--- config.mk ---
export PLATFORM = sky130hd
export DESIGN_NAME = branch_redirect_ctrl
export DESIGN_NICKNAME = d
export VERILOG_FILES = /design/src/rtl/rv32i_pkg.sv /design/src/rtl/branch_redirect_ctrl_branch_unit.sv /design/src/rtl/branch_redirect_ctrl.sv
export SDC_FILE = /design/constraint.sdc
export NUM_CORES = 1
export LEC_CHECK = 0
export CAP_MARGIN = 10
export CORE_ASPECT_RATIO = 1.2
export CORE_MARGIN = 5
export CORE_UTILIZATION = 30
export CTS_CLUSTER_SIZE = 28
export DETAILED_ROUTE_END_ITERATION = 10
export SLEW_MARGIN = 20
export SYNTH_ARGS = -nofsm -noshare
export SYNTH_HDL_FRONTEND = slang
export SYNTH_SLANG_ARGS = --single-unit
--- constraint.sdc ---
create_clock -name clk -period 5.7 [get_ports clk]
set_clock_uncertainty 0.05 [all_clocks]
set_input_delay 1.14 -clock clk [delete_from_list [all_inputs] [get_ports clk]]
set_output_delay 1.14 -clock clk [all_outputs]
set_load 0.01 [all_outputs]
--- src/rtl/rv32i_pkg.sv ---
// Shared RV32I definitions: control-transfer opcodes, branch funct3 codes,
// the redirect controller state type and a funct3 legality helper.
package rv32i_pkg;

   localparam logic [6:0] OPC_BRANCH = 7'b1100011;
   localparam logic [6:0] OPC_JAL    = 7'b1101111;
   localparam logic [6:0] OPC_JALR   = 7'b1100111;

   localparam logic [2:0] F3_BEQ  = 3'b000;
   localparam logic [2:0] F3_BNE  = 3'b001;
   localparam logic [2:0] F3_BLT  = 3'b100;
   localparam logic [2:0] F3_BGE  = 3'b101;
   localparam logic [2:0] F3_BLTU = 3'b110;
   localparam logic [2:0] F3_BGEU = 3'b111;

   typedef enum logic [0:0] {
      ST_IDLE     = 1'b0,
      ST_REDIRECT = 1'b1
   } redir_state_e;

   // funct3 values 010 and 011 have no branch meaning in RV32I
   function automatic logic is_illegal_br_f3(input logic [2:0] f3);
      return (f3 == 3'b010) || (f3 == 3'b011);
   endfunction

endpackage

--- src/rtl/branch_redirect_ctrl_branch_unit.sv ---
// Branch comparator: evaluates the RV32I branch condition selected by funct3.
// Undefined funct3 codes report not taken.
module Branch_Unit
   import rv32i_pkg::*;
(
   input  logic [2:0]  funct3_i,
   input  logic [31:0] a_i,
   input  logic [31:0] b_i,
   output logic        taken_o
);

   // Pure combinational compare, no state
   always_comb begin
      taken_o = 1'b0;
      case (funct3_i)
         F3_BEQ:  taken_o = (a_i == b_i);
         F3_BNE:  taken_o = (a_i != b_i);
         F3_BLT:  taken_o = ($signed(a_i) <  $signed(b_i));
         F3_BGE:  taken_o = ($signed(a_i) >= $signed(b_i));
         F3_BLTU: taken_o = (a_i <  b_i);
         F3_BGEU: taken_o = (a_i >= b_i);
         default: taken_o = 1'b0;
      endcase
   end

endmodule

--- src/rtl/branch_redirect_ctrl.sv ---
// EX-stage branch resolution: target calculation, taken decision,
// front-end flush, registered PC redirect with handshake, exception pulses
// and saturating branch statistics.
module branch_redirect_ctrl
   import rv32i_pkg::*;
#(
   parameter int CNT_W = 16
)(
   input  logic             clk,
   input  logic             rst,
   input  logic             ex_valid,
   input  logic             ex_is_branch,
   input  logic             ex_is_jal,
   input  logic             ex_is_jalr,
   input  logic [2:0]       ex_funct3,
   input  logic [31:0]      ex_pc,
   input  logic [31:0]      ex_imm,
   input  logic [31:0]      ex_rs1,
   input  logic [31:0]      ex_rs2,
   input  logic             redirect_ready,
   output logic             redirect_valid,
   output logic [31:0]      redirect_pc,
   output logic             flush_front,
   output logic             fetch_hold,
   output logic             misalign_exc,
   output logic             illegal_br,
   output logic [CNT_W-1:0] br_count,
   output logic [CNT_W-1:0] taken_count
);

   redir_state_e     state_q, state_d;
   logic [31:0]      redirect_pc_q, redirect_pc_d;
   logic             misalign_q, misalign_d;
   logic             illegal_q, illegal_d;
   logic [CNT_W-1:0] br_count_q, br_count_d;
   logic [CNT_W-1:0] taken_count_q, taken_count_d;

   logic             bu_taken;
   logic [1:0]       type_sum;
   logic             resolve;
   logic             br_illegal;
   logic             taken;
   logic [31:0]      jalr_sum;
   logic [31:0]      target;
   logic             aligned;
   logic             redirect_go;

   Branch_Unit u_branch_unit (
      .funct3_i (ex_funct3),
      .a_i      (ex_rs1),
      .b_i      (ex_rs2),
      .taken_o  (bu_taken)
   );

   // Decode the EX instruction into a resolve decision and its target
   always_comb begin
      type_sum    = {1'b0, ex_is_branch} + {1'b0, ex_is_jal} + {1'b0, ex_is_jalr};
      // Several type flags at once is not a control transfer at all
      resolve     = ex_valid && (state_q == ST_IDLE) && (type_sum == 2'd1) && !rst;
      br_illegal  = ex_is_branch && is_illegal_br_f3(ex_funct3);
      taken       = ex_is_jal || ex_is_jalr || (ex_is_branch && bu_taken && !br_illegal);
      jalr_sum    = ex_rs1 + ex_imm;
      target      = ex_is_jalr ? (jalr_sum & ~32'd1) : (ex_pc + ex_imm);
      aligned     = (target[1:0] == 2'b00);
      redirect_go = resolve && taken && aligned;
   end

   // Next-state: FSM, redirect target, exception pulses, saturating counters
   always_comb begin
      state_d       = state_q;
      redirect_pc_d = redirect_pc_q;
      misalign_d    = resolve && taken && !aligned;
      illegal_d     = resolve && br_illegal;
      br_count_d    = br_count_q;
      taken_count_d = taken_count_q;

      case (state_q)
         ST_IDLE: begin
            if (redirect_go) begin
               state_d       = ST_REDIRECT;
               redirect_pc_d = target;
            end
         end
         ST_REDIRECT: begin
            if (redirect_ready) state_d = ST_IDLE;
         end
         default: state_d = ST_IDLE;
      endcase

      if (resolve && ex_is_branch && (br_count_q != {CNT_W{1'b1}}))
         br_count_d = br_count_q + CNT_W'(1);
      if (redirect_go && (taken_count_q != {CNT_W{1'b1}}))
         taken_count_d = taken_count_q + CNT_W'(1);
   end

   // State registers with synchronous reset; reset also drops a pending redirect
   always_ff @(posedge clk) begin
      if (rst) begin
         state_q       <= ST_IDLE;
         redirect_pc_q <= 32'd0;
         misalign_q    <= 1'b0;
         illegal_q     <= 1'b0;
         br_count_q    <= '0;
         taken_count_q <= '0;
      end else begin
         state_q       <= state_d;
         redirect_pc_q <= redirect_pc_d;
         misalign_q    <= misalign_d;
         illegal_q     <= illegal_d;
         br_count_q    <= br_count_d;
         taken_count_q <= taken_count_d;
      end
   end

   assign redirect_valid = (state_q == ST_REDIRECT);
   assign redirect_pc    = redirect_pc_q;
   assign flush_front    = redirect_go;
   assign fetch_hold     = (state_q == ST_REDIRECT) && !rst;
   assign misalign_exc   = misalign_q;
   assign illegal_br     = illegal_q;
   assign br_count       = br_count_q;
   assign taken_count    = taken_count_q;

endmodule
==> results.tsv <==
stage	metric	value	unit
setup_path	r2r_slack	3.09	ns
setup_path	worst-setup-path-type	in2out	
synth	postSynth.asyncResetShare	0	
setup_path	arrival	4.20	ns
cts	root_buffer	clkbuf_16	
synth	postSynthCellCount	928	
synth	synthFlopType	dfxtp_1	
die	start_util	0.3056	
synth	syn_area	7114	µm²
cells_and_area	regArea	1341	µm²
placement	pre_cts_ws	-0.2293	ns
synth	seq_area_frac_synth	0.1885	
setup_path	reg2reg_to	br_count[15]	
die	core	23280	µm²
detailed_routing	routed_via_density	5.031	
cells_and_area	nNetsFinal	1379	
global_routing	grt_pass1_wl	35850	µm
placement	gp_congestion	0.8825	
setup_path	worstPathRequired	4.51	ns
synth	synth_nets	1164	
setup_path	worst-path-buf-inv	4	
placement	port_buffers	206	
cts	cts.clk_slew.worst_paths	0.06	ns
synth	synth-seq-cells	67	
die	die_w	150.6	µm
worst_hold_path	hold_path_class	reg2reg	
setup_path	max_stage_delay	0.45	ns
cells_and_area	final_core_utilization	0.4281	
timing	setup_viol	0	
cells_and_area	final_cell_count_no_fill	1463	
setup_path	critical_path.top_delay_family	compound AO/OA/AOI/OAI gates	
cts	clkSinkCount	67	
cells_and_area	layout_common_cells	clkdlybuf4s50_1, ha_1, nor2_1	
global_routing	overflow	0	
die	pin_count	207	
status	status	finished, final reports clean	
cts	cts_tree	yes	
power_and_ir_drop	p_per_area	171.5	nW/µm²
placement	dpl.hpwl	19540	µm
synth	yosysUniqueCellTypes	68	
setup_path	path_max_fanout	3	
cts	clock_latency	0.33	ns
synth	yosysWarnings	0	
flow_run	drv_cap	0	
setup_path	crit_path_frequent_cell	a21o_1	
synth	synth-edff-count	0	
timing	finalHoldViolCount	0	
global_routing	antenna_found_initial	0	
global_routing	grt_max_degree	45	
setup_path	cp-end-kind	output pin	
global_routing	grtUsageTotal	0.1674	
die	die_area	26910	µm²
cells_and_area	diodes	0	
setup_path	cp_cell_sequence	clkdlybuf4s50_1 -> inv_1 -> ha_1 -> a21o_1 -> a21o_1 -> a221oi_2 -> o21ai_1 -> a31oi_1 -> buf_4 -> nand2_1 -> a211o_1 -> o21ai_0 -> nor3b_4 -> dlygate4sd2_1	
cts	cts_max_level	3	
setup_path	slowest_stage	clkdlybuf4s50_1	
placement	dp_cells	1447	
detailed_routing	antenna_left	0	
timing	maxSlewViolCount	0	
detailed_routing	first_pass_iters	4	
synth	avgSynthCellArea	7.666	µm²
setup_path	start_kind	input pin	
global_routing	first_global_vias	7066	
cts	cts_hold_buf	0	
timing	layout_min_cycle_time	5.394	ns
timing	layout_setup_ws	0.3062	ns
worst_hold_path	min_from	redirect_pc[12]	
timing	rsz0062_at_grt	false	
cells_and_area	final_common_cell	clkdlybuf4s50_1	
power_and_ir_drop	vdd_ir_drop_max	0.1223	mV
cells_and_area	fillers	2350	
setup_path	r2r_cells	10	
timing	fin_tns_setup	0	ns
detailed_routing	drcViolationCount	0	
setup_path	reg2reg_from	redirect_valid	
timing	fmax	0.1854	GHz
detailed_routing	num_vias	7361	
cells_and_area	syn2layout_area_growth	40.08	%
timing	tightest_slew	0.8385	ns
detailed_routing	wl	23550	µm
worst_hold_path	hold_depth	2	
timing	worst_hold_slack	0.4111	ns
cts	cts_buffers	9	
timing	slew-limit-headroom	0.4410	
die	die_h	178.7	µm
timing	post-route-period-util	0.9463	
cells_and_area	multi_input_area	5453	µm²
cells_and_area	drive_gt1_frac	0.05139	
die	num_rows	61	
power_and_ir_drop	power_leakage	4.319	nW
detailed_routing	dr.first_iter.drc_count	282	
cts	clockBufferDepth	2	
detailed_routing	wl_per_cell	16.10	µm
worst_hold_path	worstHoldEndpoint	redirect_pc[12]	
-- worst register-to-register path, cell delays in order (launching register included) --
cell and delay, ns:
dfxtp_1 0.34, nor4b_1 0.34, nand2_1 0.25, inv_1 0.12, nand2_1 0.16, nor2_1 0.34, and4_1 0.31, and2_1 0.26
nand4_1 0.14, xor2_1 0.15, nor2_1 0.05
-- per-layer routing --
metal  global-route usage  vias up  share of wire
li1                     -     3817              -
met1               0.2135     3343           0.44
met2               0.2989      180           0.49
met3              0.02301       21          0.048
met4              0.03779        0          0.016
met5                    0        -              0
-- stage by stage --
| step | total power [mW] | instance area, µm² |
|---|---|---|
| detailed placement | 1.136 | 9639 |
| finish | 1.709 | 9966 |
| CTS | 1.734 | 9966 |
| global placement | 1.132 | 9639 |
| floorplan | 0.8945 | 7114 |
| global route | 1.822 | 9966 |
-- state kept, by name, indices dropped and copies added, names as in the netlist --
register,flops
br_count,16
misalign_exc,1
redirect_pc,32
illegal_br,1
redirect_valid,1
taken_count,16
-- cells by family (layout without fill, tap and decap cells) --
| kind of cell | Yosys count | after routing | share of synthesized area |
|---|---|---|---|
| xor gates and xnor gates | 64 | 64 | 0.07879 |
| buffers and inverters | 87 | 307 | 0.04748 |
| AOI/OAI and AO/OA | 272 | 272 | 0.2480 |
| and+or+nand+nor | 310 | 310 | 0.2177 |
| adders and majority gates | 98 | 98 | 0.1755 |
| DFF | 67 | 67 | 0.1885 |
| muxes | 30 | 30 | 0.04397 |
-- cell usage after synthesis, drive strengths merged, types with 5 or more instances --
cell type / n / area share
nor2: 94 / 0.050
and3: 20 / 0.018
inv: 58 / 0.031
a31o: 5 / 0.0062
nand4: 14 / 0.012
a31oi: 14 / 0.012
mux2i: 20 / 0.028
a21o: 36 / 0.038
or3: 6 / 0.0053
a211oi: 11 / 0.012
mux2: 10 / 0.016
o21a: 8 / 0.0084
nand2b: 12 / 0.011
ha: 95 / 0.17
nor3: 19 / 0.013
and2: 6 / 0.0053
o21ai: 55 / 0.039
dfxtp: 67 / 0.19
buf: 6 / 0.0047
a21oi: 88 / 0.062
o21bai: 5 / 0.0053
nor2b: 21 / 0.018
nand2: 64 / 0.034
xor2: 28 / 0.034
a211o: 10 / 0.012
xnor2: 36 / 0.044
clkbuf: 22 / 0.012
nand3: 29 / 0.020
and4: 7 / 0.0086
-- area by class of cell --
class                      count  area share
multi-input combinational    774      0.5471
timing repair buffer         232      0.2254
sequential                    67      0.1346
tap                          315     0.03955
clock buffer                   9     0.02260
inverter                      59     0.02222
clock inverter                 7    0.008537
-- timing repair --
action | 4_1_cts | 5_1_grt
resized for setup | 5 | 0
setup buffers | 0 | 0
endpoints found under the setup margin | 1 | 0
-- worst max-delay path by stage --
stage | startpoint | end | cells after the start
floorplan | ex_rs2[25] | flush_front | 12
global placement | ex_rs2[21] | flush_front | 14
detailed placement | ex_rs2[25] | flush_front | 14
CTS | ex_rs2[21] | flush_front | 14
global route | ex_rs1[21] | flush_front | 13
finish | ex_rs2[25] | flush_front | 14
-- power by group --
group | internal, mW | total (mW) | switching [mW]
combinational | 0.318 | 0.650 | 0.332
sequential | 0.474 | 0.479 | 0.00406
clock | 0.347 | 0.581 | 0.233
total | 1.14 | 1.71 | 0.569
(Power assumes the default switching activity.)
